$ cat config.mk
export PLATFORM = sky130hd
export DESIGN_NAME = fetch_stage_sramlike_flat
export DESIGN_NICKNAME = d
export VERILOG_FILES = /design/src/rtl/fetch_stage_sramlike_pkg.sv /design/src/rtl/fetch_stage_sramlike_if.sv /design/src/rtl/fetch_stage_sramlike_fifo.sv /design/src/rtl/fetch_stage_sramlike.sv /design/src/flat_wrapper.sv
export SDC_FILE = /design/constraint.sdc
export NUM_CORES = 1
export LEC_CHECK = 0
export CAP_MARGIN = 20
export CORE_MARGIN = 2
export CORE_UTILIZATION = 54
export CTS_BUF_LIST = sky130_fd_sc_hd__clkbuf_16
export DETAILED_ROUTE_END_ITERATION = 8
export PLACE_DENSITY = 0.8
export SLEW_MARGIN = 20
export SYNTH_ARGS = -nofsm -noshare
export SYNTH_HDL_FRONTEND = slang
export SYNTH_SLANG_ARGS = --single-unit
$ cat constraint.sdc
create_clock -name clk -period 4.4 [get_ports clk]
set_clock_uncertainty 0.2 [all_clocks]
set_input_delay 0.66 -clock clk [delete_from_list [all_inputs] [get_ports clk]]
set_output_delay 0.66 -clock clk [all_outputs]
set_load 0.02 [all_outputs]
$ cat src/rtl/fetch_stage_sramlike_pkg.sv
// Shared constants for the SRAM-like instruction fetch stage: widths,
// reset PC default and transfer-size encodings.
package fs_pkg;

    localparam int unsigned FS_PC_W     = 32;
    localparam int unsigned FS2DS_W     = FS_PC_W + 33;
    localparam logic [31:0] FS_RESET_PC = 32'h1C00_0000;

    localparam logic [1:0] SIZE_BYTE = 2'd0;
    localparam logic [1:0] SIZE_HALF = 2'd1;
    localparam logic [1:0] SIZE_WORD = 2'd2;

    // Decode bus layout is {inst[31:0], pc, adef}.
    function automatic int unsigned fs2ds_width(input int unsigned pc_w);
        return pc_w + 33;
    endfunction

endpackage

$ cat src/rtl/fetch_stage_sramlike_if.sv
// Instruction-port and decode-side handshake bundle for the fetch stage.
// master = fetch stage, slave = memory/decode environment.
interface fetch_stage_sramlike_if #(
    parameter int unsigned PC_W = 32
);
    logic              inst_sram_req;
    logic              inst_sram_wr;
    logic [1:0]        inst_sram_size;
    logic [PC_W-1:0]   inst_sram_addr;
    logic              inst_sram_addr_ok;
    logic              inst_sram_data_ok;
    logic [31:0]       inst_sram_rdata;
    logic              ds_allowin;
    logic              fs2ds_valid;
    logic [PC_W+32:0]  fs2ds_bus;

    modport master (
        output inst_sram_req, inst_sram_wr, inst_sram_size, inst_sram_addr,
        output fs2ds_valid, fs2ds_bus,
        input  inst_sram_addr_ok, inst_sram_data_ok, inst_sram_rdata,
        input  ds_allowin
    );

    modport slave (
        input  inst_sram_req, inst_sram_wr, inst_sram_size, inst_sram_addr,
        input  fs2ds_valid, fs2ds_bus,
        output inst_sram_addr_ok, inst_sram_data_ok, inst_sram_rdata,
        output ds_allowin
    );
endinterface

$ cat src/rtl/fetch_stage_sramlike_fifo.sv
// fs_sync_fifo: synchronous FIFO with occupancy count and flush, used for
// both the instruction buffer and the pending-PC queue.
module fs_sync_fifo #(
    parameter int unsigned W     = 8,
    parameter int unsigned DEPTH = 4,
    localparam int unsigned CNT_W = $clog2(DEPTH + 1),
    localparam int unsigned PTR_W = (DEPTH > 1) ? $clog2(DEPTH) : 1
) (
    input  logic             clk,
    input  logic             resetn,
    input  logic             flush,
    input  logic             push,
    input  logic [W-1:0]     wdata,
    input  logic             pop,
    output logic [W-1:0]     rdata,
    output logic [CNT_W-1:0] count,
    output logic             empty,
    output logic             full
);

    logic [W-1:0]     mem_q [DEPTH];
    logic [PTR_W-1:0] wr_ptr_q, wr_ptr_d;
    logic [PTR_W-1:0] rd_ptr_q, rd_ptr_d;
    logic [CNT_W-1:0] count_q, count_d;
    logic             do_push, do_pop;

    function automatic logic [PTR_W-1:0] ptr_inc(input logic [PTR_W-1:0] p);
        return (p == PTR_W'(DEPTH - 1)) ? '0 : p + PTR_W'(1);
    endfunction

    assign empty   = (count_q == '0);
    assign full    = (count_q == CNT_W'(DEPTH));
    assign do_pop  = pop & ~empty;
    assign do_push = push & (~full | do_pop);

    always_comb begin
        wr_ptr_d = wr_ptr_q;
        rd_ptr_d = rd_ptr_q;
        count_d  = count_q;
        if (flush) begin
            wr_ptr_d = '0;
            rd_ptr_d = '0;
            count_d  = '0;
        end else begin
            if (do_push) wr_ptr_d = ptr_inc(wr_ptr_q);
            if (do_pop)  rd_ptr_d = ptr_inc(rd_ptr_q);
            count_d = count_q + CNT_W'(do_push) - CNT_W'(do_pop);
        end
    end

    always_ff @(posedge clk) begin
        if (!resetn) begin
            wr_ptr_q <= '0;
            rd_ptr_q <= '0;
            count_q  <= '0;
        end else begin
            wr_ptr_q <= wr_ptr_d;
            rd_ptr_q <= rd_ptr_d;
            count_q  <= count_d;
        end
    end

    // Storage carries no reset; occupancy alone decides what is visible.
    always_ff @(posedge clk) begin
        if (do_push && !flush) begin
            mem_q[wr_ptr_q] <= wdata;
        end
    end

    assign rdata = mem_q[rd_ptr_q];
    assign count = count_q;

endmodule

$ cat src/rtl/fetch_stage_sramlike.sv
// Instruction fetch stage on a split request/response instruction port with
// in-order outstanding requests, an instruction buffer and redirect cancel.
// Optional FS_PERF_CNT_EN adds perf_fetch_cnt / perf_cancel_cnt outputs.
module fetch_stage_sramlike
    import fs_pkg::*;
#(
    parameter int unsigned     PC_W       = FS_PC_W,
    parameter logic [PC_W-1:0] RESET_PC   = PC_W'(FS_RESET_PC),
    parameter int unsigned     IBUF_DEPTH = 4,
    parameter int unsigned     MAX_OUTST  = 2
) (
    input  logic                   clk,
    input  logic                   resetn,
    fetch_stage_sramlike_if.master bus,
    input  logic [PC_W:0]          br_zip,
    input  logic                   wb_ex,
    input  logic                   ertn_flush,
    input  logic [PC_W-1:0]        ex_entry,
    input  logic [PC_W-1:0]        ertn_entry
`ifdef FS_PERF_CNT_EN
    ,
    output logic [31:0]            perf_fetch_cnt,
    output logic [31:0]            perf_cancel_cnt
`endif
);

    localparam int unsigned BUS_W    = fs2ds_width(PC_W);
    localparam int unsigned IB_CNT_W = $clog2(IBUF_DEPTH + 1);
    localparam int unsigned PQ_CNT_W = $clog2(MAX_OUTST + 1);
    localparam int unsigned CW       = IB_CNT_W + 1;

    logic                br_taken;
    logic [PC_W-1:0]     br_target;
    logic                redirect;
    logic [PC_W-1:0]     redirect_pc;

    logic [PC_W-1:0]     fetch_pc_q, fetch_pc_d;
    logic                halted_q, halted_d;
    logic [CW-1:0]       discard_q, discard_d;

    logic [IB_CNT_W-1:0] ib_count;
    logic                ib_empty, ib_full;
    logic                ib_push, ib_pop;
    logic [BUS_W-1:0]    ib_wdata, ib_rdata;

    logic [PQ_CNT_W-1:0] pq_count;
    logic                pq_empty, pq_full;
    logic [PC_W-1:0]     pq_rdata;

    logic [CW-1:0]       inflight, ib_used;
    logic                pc_aligned;
    logic                req, issue;
    logic                rsp_vld, rsp_keep, adef_push;

    assign {br_taken, br_target} = br_zip;
    assign redirect = wb_ex | ertn_flush | br_taken;

    always_comb begin
        redirect_pc = br_target;
        if (wb_ex) begin
            redirect_pc = ex_entry;
        end else if (ertn_flush) begin
            redirect_pc = ertn_entry;
        end
    end

    assign inflight   = CW'(pq_count);
    assign ib_used    = CW'(ib_count);
    assign pc_aligned = (fetch_pc_q[1:0] == 2'b00);

    // A request reserves a buffer slot for its response up front.
    assign req = resetn & ~halted_q & ~redirect & pc_aligned
               & ((inflight + ib_used) < CW'(IBUF_DEPTH)) & ~pq_full;
    assign issue = req & bus.inst_sram_addr_ok;

    assign rsp_vld   = bus.inst_sram_data_ok & ~pq_empty;
    assign rsp_keep  = rsp_vld & (discard_q == '0) & ~redirect;
    assign adef_push = ~redirect & ~halted_q & ~pc_aligned & pq_empty & ~ib_full;

    assign ib_push  = rsp_keep | adef_push;
    assign ib_wdata = adef_push ? {32'h0, fetch_pc_q, 1'b1}
                                : {bus.inst_sram_rdata, pq_rdata, 1'b0};

    assign bus.fs2ds_valid = ~ib_empty & ~redirect;
    assign bus.fs2ds_bus   = ib_rdata;
    assign ib_pop          = bus.fs2ds_valid & bus.ds_allowin;

    assign bus.inst_sram_req  = req;
    assign bus.inst_sram_wr   = 1'b0;
    assign bus.inst_sram_size = SIZE_WORD;
    assign bus.inst_sram_addr = fetch_pc_q;

    fs_sync_fifo #(
        .W     (BUS_W),
        .DEPTH (IBUF_DEPTH)
    ) u_ibuf (
        .clk    (clk),
        .resetn (resetn),
        .flush  (redirect),
        .push   (ib_push),
        .wdata  (ib_wdata),
        .pop    (ib_pop),
        .rdata  (ib_rdata),
        .count  (ib_count),
        .empty  (ib_empty),
        .full   (ib_full)
    );

    // Pending-PC queue is never flushed: cancelled responses still arrive
    // and must pop their PC to keep later responses aligned.
    fs_sync_fifo #(
        .W     (PC_W),
        .DEPTH (MAX_OUTST)
    ) u_pend_pc (
        .clk    (clk),
        .resetn (resetn),
        .flush  (1'b0),
        .push   (issue),
        .wdata  (fetch_pc_q),
        .pop    (rsp_vld),
        .rdata  (pq_rdata),
        .count  (pq_count),
        .empty  (pq_empty),
        .full   (pq_full)
    );

    always_comb begin
        fetch_pc_d = fetch_pc_q;
        halted_d   = halted_q;
        discard_d  = discard_q;
        if (redirect) begin
            fetch_pc_d = redirect_pc;
            halted_d   = 1'b0;
            // Everything still outstanding after this cycle is stale.
            discard_d  = inflight - CW'(rsp_vld);
        end else begin
            if (issue) begin
                fetch_pc_d = fetch_pc_q + PC_W'(4);
            end
            if (adef_push) begin
                halted_d = 1'b1;
            end
            if (rsp_vld && discard_q != '0) begin
                discard_d = discard_q - CW'(1);
            end
        end
    end

    always_ff @(posedge clk) begin
        if (!resetn) begin
            fetch_pc_q <= RESET_PC;
            halted_q   <= 1'b0;
            discard_q  <= '0;
        end else begin
            fetch_pc_q <= fetch_pc_d;
            halted_q   <= halted_d;
            discard_q  <= discard_d;
        end
    end

`ifdef FS_PERF_CNT_EN
    logic [31:0] perf_fetch_q, perf_fetch_d;
    logic [31:0] perf_cancel_q, perf_cancel_d;

    always_comb begin
        perf_fetch_d  = perf_fetch_q + 32'(ib_pop);
        perf_cancel_d = perf_cancel_q
                      + 32'(rsp_vld & ((discard_q != '0) | redirect));
    end

    always_ff @(posedge clk) begin
        if (!resetn) begin
            perf_fetch_q  <= '0;
            perf_cancel_q <= '0;
        end else begin
            perf_fetch_q  <= perf_fetch_d;
            perf_cancel_q <= perf_cancel_d;
        end
    end

    assign perf_fetch_cnt  = perf_fetch_q;
    assign perf_cancel_cnt = perf_cancel_q;
`endif

endmodule

$ cat src/flat_wrapper.sv
// flat-port wrapper written by rule: the top's interface ports become plain ports
module fetch_stage_sramlike_flat import fs_pkg::*;
#(
    parameter int unsigned     PC_W       = FS_PC_W,
    parameter logic [PC_W-1:0] RESET_PC   = PC_W'(FS_RESET_PC),
    parameter int unsigned     IBUF_DEPTH = 4,
    parameter int unsigned     MAX_OUTST  = 2
)
  (clk, resetn, br_zip, wb_ex, ertn_flush, ex_entry, ertn_entry, bus_inst_sram_req, bus_inst_sram_wr, bus_inst_sram_size, bus_inst_sram_addr, bus_fs2ds_valid, bus_fs2ds_bus, bus_inst_sram_addr_ok, bus_inst_sram_data_ok, bus_inst_sram_rdata, bus_ds_allowin);
  fetch_stage_sramlike_if #(.PC_W(PC_W)) bus_i ();
  input  logic clk;
  input  logic resetn;
  input  logic [PC_W:0] br_zip;
  input  logic wb_ex;
  input  logic ertn_flush;
  input  logic [PC_W-1:0] ex_entry;
  input  logic [PC_W-1:0] ertn_entry;
  output wire logic [$bits(bus_i.inst_sram_req)-1:0] bus_inst_sram_req;
  output wire logic [$bits(bus_i.inst_sram_wr)-1:0] bus_inst_sram_wr;
  output wire logic [$bits(bus_i.inst_sram_size)-1:0] bus_inst_sram_size;
  output wire logic [$bits(bus_i.inst_sram_addr)-1:0] bus_inst_sram_addr;
  output wire logic [$bits(bus_i.fs2ds_valid)-1:0] bus_fs2ds_valid;
  output wire logic [$bits(bus_i.fs2ds_bus)-1:0] bus_fs2ds_bus;
  input wire logic [$bits(bus_i.inst_sram_addr_ok)-1:0] bus_inst_sram_addr_ok;
  input wire logic [$bits(bus_i.inst_sram_data_ok)-1:0] bus_inst_sram_data_ok;
  input wire logic [$bits(bus_i.inst_sram_rdata)-1:0] bus_inst_sram_rdata;
  input wire logic [$bits(bus_i.ds_allowin)-1:0] bus_ds_allowin;
  assign bus_inst_sram_req = bus_i.inst_sram_req;
  assign bus_inst_sram_wr = bus_i.inst_sram_wr;
  assign bus_inst_sram_size = bus_i.inst_sram_size;
  assign bus_inst_sram_addr = bus_i.inst_sram_addr;
  assign bus_fs2ds_valid = bus_i.fs2ds_valid;
  assign bus_fs2ds_bus = bus_i.fs2ds_bus;
  assign bus_i.inst_sram_addr_ok = bus_inst_sram_addr_ok;
  assign bus_i.inst_sram_data_ok = bus_inst_sram_data_ok;
  assign bus_i.inst_sram_rdata = bus_inst_sram_rdata;
  assign bus_i.ds_allowin = bus_ds_allowin;
  fetch_stage_sramlike #(.PC_W(PC_W), .RESET_PC(RESET_PC), .IBUF_DEPTH(IBUF_DEPTH), .MAX_OUTST(MAX_OUTST)) u_core (.clk(clk), .resetn(resetn), .bus(bus_i), .br_zip(br_zip), .wb_ex(wb_ex), .ertn_flush(ertn_flush), .ex_entry(ex_entry), .ertn_entry(ertn_entry));
endmodule
# [Yosys cells after proc, flatten, opt, wreduce, memory -nomap -nowiden]
# Memory sizes are Yosys's and may differ from the RTL's. A register that Yosys moved wholly into a read port is not among the register bits.
# Index checks and enable logic that the tools add are counted.
[totals] reg_bits=48 ramBits=324 in_bits=136 output_inout_bits=102 memories=2
[op_classes] n_addsub=12 n_lt_le_gt_ge=1 eq_ne=4 mux=19 bitwise_logic=32 n_reduce_logical=11
[mem_list] name="u_core.u_ibuf.mem_q" words=4 word_bits=65 read_ports=1 rd_clocked_by_memory_dff=1 write_ports=1 line="fetch_stage_sramlike_fifo.sv:21" text="logic [W-1:0] mem_q [DEPTH];"
[mem_list] name="u_core.u_pend_pc.mem_q" words=2 word_bits=32 read_ports=1 rd_clocked_by_memory_dff=1 write_ports=1 line="fetch_stage_sramlike_fifo.sv:21"
[op_table] op="$mux W32" count=4
[op_table] op="$mux W65" count=1
[op_table] op="$add A32 B3 Y32 const B" count=1
[op_table] op="$and A1 B1 Y1" count=19
[op_table] op="$mux W1" count=8
[op_table] op="$mux W2" count=4
[op_table] op="$mux W4" count=2
[op_table] op="$not A1 Y1" count=8
[op_table] op="$eq A2 B2 Y1 const B" count=3
[op_table] op="$or A1 B1 Y1" count=5
[op_table] op="$add A2 B1 Y2 const B" count=2
[op_table] op="$add A2 B3 Y4" count=1
[op_table] op="$logic_not A2 Y1" count=2
[op_table] op="$logic_not A4 Y1" count=1
[op_table] op="$lt A4 B3 Y1 const B" count=1
[op_table] op="$reduce_bool A2 Y1" count=2
[op_table] op="$reduce_bool A4 Y1" count=1
[op_table] op="$sub A4 B1 Y4 const B" count=1
[op_table] op="$add A3 B1 Y3" count=1
[op_table] op="$eq A3 B3 Y1 const B" count=1
[op_table] op="$logic_not A3 Y1" count=1
[op_table] op="$sub A2 B1 Y3" count=1
[op_table] op="$sub A3 B1 Y3" count=1
[op_table] op="$add A1 B1 Y1 const B" count=2
[op_table] op="5 further kinds" count=6

# [Depth between registers and ports, before layout]
[logic_depth] depth_word=12 depth_mapped=12 mapped_depth_nobuf=12

# [Hierarchy]
# From an unflattened synthesis, not the netlist that was laid out.
[hier_totals] cells_unflattened=990 area_unflattened_um2=15907.8
[modules_own_cells] mod="fs_sync_fifo at u_core.u_ibuf" n_inst=1 cells_each=389 area_each_um2=9863.2 seq_area_each_um2=7987.7
[modules_own_cells] mod="fetch_stage_sramlike" n_inst=1 cells_each=469 area_each_um2=3485.8 seq_area_each_um2=740.7
[modules_own_cells] mod="fs_sync_fifo at u_core.u_pend_pc" n_inst=1 cells_each=132 area_each_um2=2558.7 seq_area_each_um2=2021.9

# [Worst setup path after synthesis]
# Ideal clock, no wire load.
[synth_path] path_kind="input -> register" start="in wb_ex" end="mem u_core.u_ibuf.mem_q[1][0] (netlist name) (enable)" setup_time_ns=0.430 t_arrival_ns=3.168 slack_ns=0.602 cell_stages=4 path_buffers=1 path_cell_list="clkbuf_1 -> or3_1 -> a21oi_1 -> and2_1"
[synth_via] elab_chain_cells=12 word_cells_on_any_way=18
[synth_rtl] item="start: declaration" line="flat_wrapper.sv:14" text="input logic wb_ex;"
[synth_rtl] item="$or A1 B1 Y1 * (2 in series)" line="fetch_stage_sramlike.sv:56" text="assign redirect = wb_ex | ertn_flush | br_taken;"
[synth_rtl] item="$not A1 Y1" line="fetch_stage_sramlike.sv:77, fetch_stage_sramlike.sv:78, fetch_stage_sramlike.sv:84"
[synth_rtl] item="$and A1 B1 Y1 (4 in series)" line="fetch_stage_sramlike.sv:78" text="assign adef_push = ~redirect & ~halted_q & ~pc_aligned & pq_empty & ~ib_full;"
[synth_rtl] item="$or A1 B1 Y1" line="fetch_stage_sramlike.sv:80" text="assign ib_push = rsp_keep | adef_push;"
[synth_rtl] item="$and A1 B1 Y1" line="fetch_stage_sramlike_fifo.sv:34" text="assign do_push = push & (~full | do_pop);"
[synth_rtl] item="$logic_and A1 B1 Y1 *" line="fetch_stage_sramlike_fifo.sv:65" text="if (do_push && !flush) begin"
[synth_rtl] item="$mux W1 *" line="fetch_stage_sramlike_fifo.sv:65"
[synth_rtl] item="$mux W1 (implied by the code) *" line="fetch_stage_sramlike_fifo.sv:66" text="mem_q[wr_ptr_q] <= wdata;"
[synth_rtl] item="end: declaration" line="fetch_stage_sramlike_fifo.sv:21"
# Every way passes the cells marked *; elsewhere a longest branch is shown, timed or not.

==> run_results.csv <==
group,metric,value,unit
synthesis,yosys.area.top_type_share,0.619,
cells_and_area,most_frequent_standard_cell_in_the_layout_excluding_fill_and_tap_cells,"edfxtp_1",
place,gp_routability_congestion,0.952,
sta,finalMaxSlewViolations,0,
detailed_routing,finalWirelength,34800,µm
die,floorplan.rows,62,
clocking,cts_resized,0,
sta,rsz0062_at_grt,"false",
cells_and_area,postLayoutCellArea,19800,µm²
global_route,global_route.usage.total,0.229,
worst_setup_path,nature_of_the_critical_path_endpoint,"primary output",
detailed_routing,wl_per_cell,20.5,µm
min_path,min-delay-path-class,"reg2reg",
global_route,top_usage_layer,"met2",
sta,fmax,279,MHz
die,die_h,175,µm
worst_setup_path,number_of_cell_instances_on_the_worst_register_to_register_path,12,
die,floorplan.io_pins,238,
synthesis,yosys.cell_types.count,55,
sta,tightestPinTransition,1.05,ns
sta,slew_headroom,0.300,
global_route,global_route.usage.met2,0.386,
sta,final_cycle_utilization_of_the_critical_path,0.815,
power_and_ir_drop,vdd.ir_drop.worst,0.227,mV
clocking,clock_tree.buffer_depth,3,
synthesis,yosysSeqAreaShare,0.684,
detailed_routing,drt-initial-drc-count,827,
cells_and_area,nets,1434,
sta,whs,0.289,ns
detailed_routing,drt_pre_antenna_iters,5,
synthesis,yosys_register_bits,375,
clocking,cts_tree,"built",
synthesis,synth_edf_count,324,
run_status,outcome,"completed",
clocking,cts_htree_levels,2,
global_route,grt_util_met3,0.0400,
worst_setup_path,crit_path_start_kind,"flip-flop",
global_route,via_count_of_the_first_global_routing_pass,9845,
clocking,cts_root_buffer,"clkbuf_16",
cells_and_area,most-common-layout-cells,"edfxtp_1 (324), clkdlybuf4s50_1 (232), a21oi_1 (95), nor2_1 (82), mux4_2 (65)",
cells_and_area,fillers,1989,
synthesis,syn-instance-count,1045,
cells_and_area,area.growth.synth_to_final,26.1,%
clocking,numCtsBuffers,37,
sta,finalHoldViolCount,0,
worst_setup_path,worstSetupPathType,"reg2out",
detailed_routing,drcViolationCount,0,
clocking,post_cts_setup_repair_buffer_count,0,
sta,finalSetupViolCount,0,
place,port-buffer-count,234,
die,die_x,175,µm
synthesis,syn-cell-area,15700,µm²
die,fp.dieArea,30500,µm²
power_and_ir_drop,power.static_leakage,6.59,nW
worst_setup_path,critical_path.top_delay_family,"buffers and inverters",
synthesis,async_reset_ff_frac,0,
detailed_routing,routed_via_density,5.75,
global_route,grt.overflow.total,0,
synthesis,synth-main-ff-cell,"edfxtp_1",
sta,layout_min_cycle_time,3.59,ns
clocking,ctsHoldBuffers,0,
worst_setup_path,peak_per_stage_delay_on_the_critical_path,0.83,ns
worst_setup_path,path_length_in_cells_of_the_critical_path,3,
power_and_ir_drop,pwr_per_cell_area,417,nW/µm²
synthesis,synth_top_cell_by_area,"edfxtp_1",
die,initial_utilization,0.547,
run,maxCapViolCount,0,
worst_setup_path,cp_max_fo,33,
place,detailed_place_hpwl,22800,µm
worst_setup_path,crit_arrival,2.73,ns
global_route,use_met1,0.308,
die,floorplan_core_area,28700,µm²
sta,tns,0,ns
synthesis,avgSynthCellArea,15.0,µm²
detailed_routing,route.antenna.remaining_nets,0,
worst_setup_path,number_of_buffer_and_inverter_stages_on_the_critical_path,2,
clocking,clk_pin_slew,0.06,ns
cells_and_area,antenna_cells,0,
min_path,whs_path_depth,2,
clocking,worst_skew_pair.late_latency,0.51,ns
clocking,cts.sinks,375,
worst_setup_path,critical_path.cell_chain,"buf_12 > mux4_2 > clkdlybuf4s50_1",
detailed_routing,detailroute.via_count,9738,
cells_and_area,drive_gt1_frac,0.133,
global_route,pin_count_of_the_biggest_net_entering_global_routing,66,
global_route,antenna_found_initial,0,
global_route,first_pass_grt_wire_length,54100,µm
place,placedInstanceArea,18600,µm²
synthesis,yosys_warnings,0,
synthesis,ys_top_cells_by_area,"edfxtp_1 (62%), mux4_2 (9.3%), dfxtp_1 (6.5%), a21oi_1 (3.0%), mux2i_1 (2.5%)",
worst_setup_path,crit_path_top_delay_cell,"dfxtp_4",
worst_setup_path,worst-endpoint-required,3.54,ns
==> cell usage after synthesis (2+ instances only) <==
| cell | number |
|---|---|
| buf_4 | 3 |
| nand2_1 | 54 |
| o21a_1 | 3 |
| mux2i_1 | 40 |
| o21ai_0 | 32 |
| a21oi_1 | 95 |
| and4_1 | 5 |
| and3_1 | 9 |
| a21o_1 | 5 |
| a221oi_1 | 7 |
| a211oi_1 | 8 |
| a31oi_1 | 6 |
| or3_1 | 2 |
| o211ai_1 | 2 |
| xnor2_1 | 11 |
| nand2_2 | 2 |
| edfxtp_1 | 324 |
| nor4_1 | 5 |
| nand3b_1 | 4 |
| buf_2 | 10 |
| mux4_2 | 65 |
| nor2_1 | 83 |
| nor3_1 | 19 |
| nand3_1 | 14 |
| o21ai_1 | 3 |
| buf_1 | 8 |
| and2_1 | 39 |
| clkbuf_1 | 42 |
| a211oi_2 | 2 |
| inv_1 | 29 |
| nor3_2 | 2 |
| ha_1 | 15 |
| xor2_1 | 8 |
| dfxtp_1 | 51 |
| nor4_2 | 3 |
| o22ai_1 | 4 |
| o31ai_1 | 2 |
| conb_1 | 2 |
| nand4_1 | 9 |
| and3b_1 | 3 |
==> path summary, 6_finish.rpt <==
| kind | from | to | slack, ns |
|---|---|---|---|
| min | u_core.u_ibuf.rd_ptr_q[1] | flip-flop | 0.29 |
| max | flip-flop | bus_fs2ds_bus[23] | 0.81 |
| min reg2reg | u_core.u_ibuf.rd_ptr_q[1] | flip-flop | 0.29 |
| max reg2reg | u_core.bus.inst_sram_addr[0] | u_core.u_ibuf.count[2] | 1.46 |
==> power by group <==
group	internal, mW	leakage (nW)	switching [mW]
Sequential	4.04	3.35	0.144
Clock	1.85	0.611	1.28
Combinational	0.451	2.63	0.482
==> routing by layer <==
metal  vias up  routed length, µm
met5         -                  0
met4         0                903
met3        53               2190
met2       406              17100
met1      4794              14600
li1       4485                  -
==> worst reg2reg max path, delay by kind of cell (launching register included) <==
| kind | cells | cell delay [ns] |
|---|---|---|
| adder cells (fa/ha/maj) | 3 | 0.83 |
| AND/OR/NAND/NOR | 4 | 0.70 |
| flip-flops | 1 | 0.50 |
| buffers and inverters | 3 | 0.26 |
| XOR/XNOR | 1 | 0.19 |
| AO/OA/AOI/OAI | 1 | 0.14 |
==> sequential cells by signal, indices dropped and copies added, names as in the netlist, named ones only <==
signal	cells
u_core.halted_q	1
u_core.u_ibuf.wr_ptr_q	2
u_core.u_pend_pc.count	2
u_core.u_pend_pc.rd_ptr_q	1
u_core.discard_q	4
u_core.u_pend_pc.wr_ptr_q	1
u_core.u_ibuf.count	3
u_core.u_pend_pc.mem_q	64
u_core.u_ibuf.mem_q	260
u_core.u_ibuf.rd_ptr_q	2
u_core.bus.inst_sram_addr	32
==> kinds of logic (layout without fill, tap and decap cells) <==
kind of cell	after synthesis	in the layout	share of synthesized area
compound gates	177	177	0.0651
fa+ha+maj	16	16	0.0132
buf+inv	92	357	0.0235
flops	375	375	0.684
xor+xnor	19	19	0.0106
other cells	2	3	0.000478
simple gates	258	258	0.0836
mux	106	106	0.119
==> through the flow <==
stage,cells,utilization,power (mW),setup WS (ns)
after floorplan,1046,-,4.77,0.602
after global placement,1627,0.647,5.15,1.07
after detailed placement,1627,0.647,5.18,1.01
after CTS,1695,0.690,8.31,0.715
after global routing,1695,0.690,8.54,0.626
final,1695,0.690,8.25,0.812
==> final cells by class <==
| type | count | area (µm²) | area share |
|---|---|---|---|
| Clock buffer | 39 | 976 | 0.0493 |
| Inverter | 29 | 109 | 0.00550 |
| Sequential cell | 375 | 10800 | 0.543 |
| Tap cell | 384 | 480 | 0.0243 |
| Clock inverter | 29 | 254 | 0.0128 |
| Timing Repair Buffer | 260 | 2600 | 0.131 |
| Multi-Input combinational cell | 579 | 4630 | 0.234 |
Power figures use the tool's default switching activity.
